[src/rtl/truth_table_seq_pkg.sv]
// Shared state encoding and width helpers for the truth-table sequencer.
package truth_table_pkg;

    typedef enum logic [1:0] {IDLE, DRIVE, SAMPLE, DONE} tt_state_t;

    function automatic int TT_W(input int n);
        return 1 << n;
    endfunction

    // Counter must reach SETTLE after expiry, so it needs one spare code.
    function automatic int CNT_W(input int s);
        return (s < 1) ? 1 : $clog2(s + 1);
    endfunction

endpackage

[src/rtl/truth_table_seq_if.sv]
// Sequencer <-> datapath/controller bundle; expected/mismatch exist only with TT_CHECK_EN.
interface truth_table_seq_if #(parameter int N_IN = 2);
    import truth_table_pkg::*;
    localparam int TTW = TT_W(N_IN);

    logic            start;
    logic            busy;
    logic            done;
    logic [N_IN-1:0] dut_in;
    logic            dut_out;
    logic [TTW-1:0]  tt;
`ifdef TT_CHECK_EN
    logic [TTW-1:0]  expected;
    logic            mismatch;

    modport master (output start, dut_out, expected, input busy, done, dut_in, tt, mismatch);
    modport slave  (input start, dut_out, expected, output busy, done, dut_in, tt, mismatch);
`else
    modport master (output start, dut_out, input busy, done, dut_in, tt);
    modport slave  (input start, dut_out, output busy, done, dut_in, tt);
`endif
endinterface

[src/rtl/truth_table_seq_settle_timer.sv]
// Settle counter: cleared while load is high, counts up otherwise, expire at SETTLE-1.
module tt_settle_timer
    import truth_table_pkg::*;
#(
    parameter int SETTLE = 1
) (
    input  logic clk,
    input  logic rst_n,
    input  logic load,
    output logic expire
);
    localparam int             CW   = CNT_W(SETTLE);
    localparam logic [CW-1:0]  LAST = CW'(SETTLE - 1);
    localparam logic [CW-1:0]  CMAX = CW'(SETTLE);

    logic [CW-1:0] r_cnt;

    always_ff @(posedge clk or negedge rst_n) begin
        if (!rst_n)
            r_cnt <= '0;
        else if (load)
            r_cnt <= '0;
        else if (r_cnt != CMAX)
            r_cnt <= r_cnt + 1'b1;
    end

    assign expire = (r_cnt == LAST);
endmodule

[src/rtl/truth_table_seq.sv]
// Walks dut_in through all codes, samples dut_out into tt after SETTLE cycles each.
// Optional TT_CHECK_EN adds a compare of the finished table against bus.expected.
module truth_table_seq
    import truth_table_pkg::*;
#(
    parameter int N_IN   = 2,
    parameter int SETTLE = 1
) (
    input  logic              clk,
    input  logic              rst_n,
    truth_table_seq_if.slave  bus
);
    localparam int              TTW      = TT_W(N_IN);
    localparam logic [N_IN-1:0] IDX_LAST = N_IN'(TTW - 1);

    tt_state_t       r_state, w_state_nxt;
    logic [N_IN-1:0] r_idx;
    logic [TTW-1:0]  r_tt, w_tt_nxt;
    logic            w_load, w_expire, w_accept, w_last;

    assign w_accept = (r_state == IDLE) && bus.start;
    assign w_last   = (r_state == SAMPLE) && (r_idx == IDX_LAST);

    tt_settle_timer #(.SETTLE(SETTLE)) u_timer (
        .clk    (clk),
        .rst_n  (rst_n),
        .load   (w_load),
        .expire (w_expire)
    );

    always_comb begin
        w_state_nxt = r_state;
        w_tt_nxt    = r_tt;
        w_load      = 1'b1;
        case (r_state)
            IDLE: begin
                if (bus.start) begin
                    w_state_nxt = DRIVE;
                    w_tt_nxt    = '0;
                end
            end
            DRIVE: begin
                w_load = 1'b0;
                if (w_expire)
                    w_state_nxt = SAMPLE;
            end
            SAMPLE: begin
                w_tt_nxt[r_idx] = bus.dut_out;
                w_state_nxt     = (r_idx == IDX_LAST) ? DONE : DRIVE;
            end
            DONE:    w_state_nxt = IDLE;
            default: w_state_nxt = IDLE;
        endcase
    end

    always_ff @(posedge clk or negedge rst_n) begin
        if (!rst_n) begin
            r_state <= IDLE;
            r_idx   <= '0;
            r_tt    <= '0;
        end else begin
            r_state <= w_state_nxt;
            r_tt    <= w_tt_nxt;
            if (w_accept)
                r_idx <= '0;
            else if ((r_state == SAMPLE) && !w_last)
                r_idx <= r_idx + 1'b1;
        end
    end

    assign bus.busy   = (r_state != IDLE);
    assign bus.done   = (r_state == DONE);
    assign bus.dut_in = ((r_state == DRIVE) || (r_state == SAMPLE)) ? r_idx : '0;
    assign bus.tt     = r_tt;

`ifdef TT_CHECK_EN
    logic [TTW-1:0] r_expected;
    logic           r_mismatch;

    // Compare against the next-state table so the flag lands with done.
    always_ff @(posedge clk or negedge rst_n) begin
        if (!rst_n) begin
            r_expected <= '0;
            r_mismatch <= 1'b0;
        end else if (w_accept) begin
            r_expected <= bus.expected;
            r_mismatch <= 1'b0;
        end else if (w_last) begin
            r_mismatch <= |(w_tt_nxt ^ r_expected);
        end
    end

    assign bus.mismatch = r_mismatch;
`endif
endmodule

[src/flat_wrapper.sv]
// flat-port wrapper written by rule: the top's interface ports become plain ports
module truth_table_seq_flat import truth_table_pkg::*;
#(
    parameter int N_IN   = 2,
    parameter int SETTLE = 1
)
  (clk, rst_n, bus_start, bus_dut_out, bus_busy, bus_done, bus_dut_in, bus_tt);
  truth_table_seq_if #(.N_IN(N_IN)) bus_i ();
  input  logic clk;
  input  logic rst_n;
  input wire logic [$bits(bus_i.start)-1:0] bus_start;
  input wire logic [$bits(bus_i.dut_out)-1:0] bus_dut_out;
  output wire logic [$bits(bus_i.busy)-1:0] bus_busy;
  output wire logic [$bits(bus_i.done)-1:0] bus_done;
  output wire logic [$bits(bus_i.dut_in)-1:0] bus_dut_in;
  output wire logic [$bits(bus_i.tt)-1:0] bus_tt;
  assign bus_i.start = bus_start;
  assign bus_i.dut_out = bus_dut_out;
  assign bus_busy = bus_i.busy;
  assign bus_done = bus_i.done;
  assign bus_dut_in = bus_i.dut_in;
  assign bus_tt = bus_i.tt;
  truth_table_seq #(.N_IN(N_IN), .SETTLE(SETTLE)) u_core (.clk(clk), .rst_n(rst_n), .bus(bus_i));
endmodule
[config.mk]
export PLATFORM = sky130hd
export DESIGN_NAME = truth_table_seq_flat
export DESIGN_NICKNAME = d
export VERILOG_FILES = /design/src/rtl/truth_table_seq_pkg.sv /design/src/rtl/truth_table_seq_if.sv /design/src/rtl/truth_table_seq_settle_timer.sv /design/src/rtl/truth_table_seq.sv /design/src/flat_wrapper.sv
export SDC_FILE = /design/constraint.sdc
export NUM_CORES = 1
export LEC_CHECK = 0
export CORE_MARGIN = 2
export CORE_UTILIZATION = 40
export DETAILED_ROUTE_END_ITERATION = 7
export HOLD_SLACK_MARGIN = 0.12
export PLACE_DENSITY = 0.64
export SLEW_MARGIN = 40
export SYNTH_ARGS = -nofsm -noshare
export SYNTH_HDL_FRONTEND = slang
export SYNTH_HIERARCHICAL = 1
export SYNTH_SLANG_ARGS = --single-unit
[constraint.sdc]
create_clock -name clk -period 2 [get_ports clk]
set_input_delay 0.4 -clock clk [delete_from_list [all_inputs] [get_ports clk]]
set_output_delay 0.4 -clock clk [all_outputs]
set_load 0.005 [all_outputs]
==> key figures <==
STA
  • Final period utilization: 0.9194
  • Fin Setup TNS: 0 ns
  • RSZ-0062 raised after global routing: no
  • Worst slew pin tran: 0.4320 ns
  • Slew Limit Headroom: 0.7111
  • Clock Skew: 0.0003471 ns
  • Final slew viol count: 0
  • FMAX: 543.8 MHz
  • Final hold violations: 0
  • Setup-failing EPs final: 0
  • Min Tclk post-route: 1.839 ns

Logic synthesis
  • Post-synthesis simple-gate area fraction: 0.1392
  • Distinct cells, synth: 20
  • Synthesized cell area: around 590 um2
  • Number of synthesized register bits: 9
  • Largest family of logic cells by synthesized area: adder cells
  • Post-synthesis mux area share: 0.05063
  • Cells after Synth: around 60
  • Compound-cell area share of the yosys netlist: 0.1414
  • Synth Area in Adders: 0.2110
  • Yosys warnings: 6
  • Sequential cell area fraction in the yosys report: 0.3797
  • Xor and xnor fraction of the mapped netlist area: 0.01477
  • Avg Synthesized Cell Area: ~10 um2
  • Post-Syn Nets: 73

Detailed routing
  • Via density: 4.791
  • Final WL: 1.148 mm
  • DR WL/cell: 12.62 um
  • # DRC: 0
  • Iter 0 DRT Violations: 2
  • Via count: approximately 440
  • Antenna viol nets, final: 0
  • First-pass iteration count of the detailed router: 3

GRT
  • Vias in the first global route: 471
  • Global-route wire length before repair: 2.111 mm
  • All-Layer GR Usage: 0.1624
  • Initial antenna violation count: 0
  • Grt ovf: 0
  • Pin count of the biggest net entering global routing: 12

Worst setup path
  • CP endpoint kind: output pin
  • Critical Path Stages: 3
  • Worst path cell trace: buf_4 > ha_1 > clkdlybuf4s50_1
  • CP top delay family: buffers and inverters
  • Reg2reg start: u_core/r_state[1]
  • Timing startpoint of the critical path: u_core/r_state[0]
  • Startpoint Class: register
  • Worst Setup Path Type: reg2out
  • CP max stage cell: clkdlybuf4s50_1
  • Slowest cell delay on critical path: 0.44 ns
  • Arr. time, crit path: 1.44 ns
  • Crit path buf inv count: 2
  • Critical Path RT: around 1.6 ns
  • Crit-path max FO: 3
  • Reg2Reg Depth: 5

Power
  • Leakage: 0.4009 nW
  • Peak supply drop: 0.7618 mV
  • PwrDens: 1391 nW/um2

Clocking
  • H-Tree Depth: 1
  • Hold buffers post-CTS: 0
  • Reg clk slew, reported paths: 0.06 ns
  • CTS tree: yes
  • Clock root buffer: clkbuf_4
  • CTS Buffer Depth: 2
  • Worst skew pair latency: 0.26 ns
  • Clk sinks: 9
  • Inserted Clock Buffers: 3

Place
  • Port bufs: 11
  • Post-DP Area: 721.9 um2
  • Placed wire-length estimate: ~860 um
  • RePlAce Congestion: between 0.8 and 0.9

Finish
  • Most frequent cells in the layout: ha_1 (9), dfrtp_1 (9), clkdlybuf4s50_1 (8)
  • Antenna diodes: 0
  • Layout net count: 91
  • Fillers: 132
  • Fraction of layout cells with a size suffix above 1: 0.1711
  • Multi-input gate area: 332.8 um2
  • Finished Cell Area: 773.2 um2
  • Area Overhead vs Synth: 30.38%
  • Reg area: 225.2 um2

Die
  • I/O Pins: 12
  • Die X: 42.51 um
  • Initial core utilization: 0.4393
  • Die H: 42.51 um
  • Row cnt: 13
  • Die area: ~1800 um2
  • Core ar.: 1350 um2

Run status
  • Status: completed

Worst hold path
  • Worst min path class: in2async

Flow run
  • Max-cap check violation count: 0
[path summary, 6_finish.rpt]
| kind | end | slack [ns] |
|---|---|---|
| max in group asynchronous | u_core/bus.tt[1] | 1.25 |
| max | bus_done | 0.16 |
| min reg2reg | u_core/bus.tt[1] | 0.52 |
| min | u_core/u_timer/r_cnt | 0.45 |
| min in group clk | u_core/bus.tt[1] | 0.52 |
| max reg2reg | u_core/bus.tt[2] | 0.40 |
[registers in the layout, indices dropped and copies added, names as in the netlist]
signal / count
u_core/bus.tt: 4
u_core/u_timer/r_cnt: 1
u_core/r_idx: 2
u_core/r_state: 2
[cell type report]
cell class / instances / area share
clock buffers: 4 / 0.03398
inverters: 8 / 0.03883
multi-input cells: 41 / 0.4304
flip-flops and latches: 9 / 0.2913
well taps: 15 / 0.02427
repair buffers: 14 / 0.1812
[power breakdown]
group	internal [W]	switching [W]
registers	0.000250	0.0000575
logic	0.000331	0.000295
clock network	0.0000769	0.0000652
[Yosys cell counts]
master     instances  share of area
a21oi_1            2          0.017
a2bb2oi_1          1          0.015
and2_1             2          0.021
and2b_4            1          0.017
buf_4              1          0.013
dfrtp_1            9           0.38
ha_1              10           0.21
inv_1              8          0.051
mux2i_1            3          0.051
nand2_1            5          0.032
nand2b_4           1          0.023
nand3_1            1         0.0084
nor2_1             1         0.0063
nor2b_1            3          0.032
o21ai_0            4          0.034
o21ai_1            3          0.025
o21ai_2            1          0.015
o221ai_1           1          0.015
o22ai_2            1          0.021
xnor2_1            1          0.015
[cell families (layout without fill, tap and decap cells)]
| family | count (synthesis) | after routing |
|---|---|---|
| compound gates | 13 | 13 |
| mux | 3 | 3 |
| xor+xnor | 1 | 1 |
| simple gates | 14 | 14 |
| fa+ha+maj | 10 | 10 |
| flops | 9 | 9 |
| buf+inv | 9 | 26 |
[timing repair]
item	CTS	global route
endpoints found under the setup margin	3	3
pin swaps	0	0
gates resized for setup	2	4
buffers inserted	2	0
[worst register-to-register path, cell delays in order, from the launching register on]
cell and delay (ns):
dfrtp_1 0.39, buf_4 0.15, ha_1 0.29, mux2i_1 0.35
nand2b_4 0.24, o21ai_1 0.08
[routing by layer]
metal / up-vias / GRT usage / wire (um)
met4: 0 / 0.1125 / 27
met3: 2 / 0.03879 / 38
met5: - / 0 / 0
met2: 8 / 0.2246 / 519
li1: 227 / - / -
met1: 199 / 0.2184 / 564
[stage by stage]
step	hold WS, ns	setup slack (ns)	cells	total power (W)	utilization
2_1_floorplan	0.1044	0.6139	59	0.0007022	-
3_3_place_gp	0.4973	0.2108	85	0.0008998	0.5348
3_5_place_dp	0.5099	0.2015	85	0.0009108	0.5348
4_1_cts	0.4581	0.001998	91	0.001097	0.5653
5_1_grt	0.4760	0.08466	91	0.001195	0.5728
6_report	0.4483	0.1612	91	0.001076	0.5728
Power figures use the tool's default switching activity.
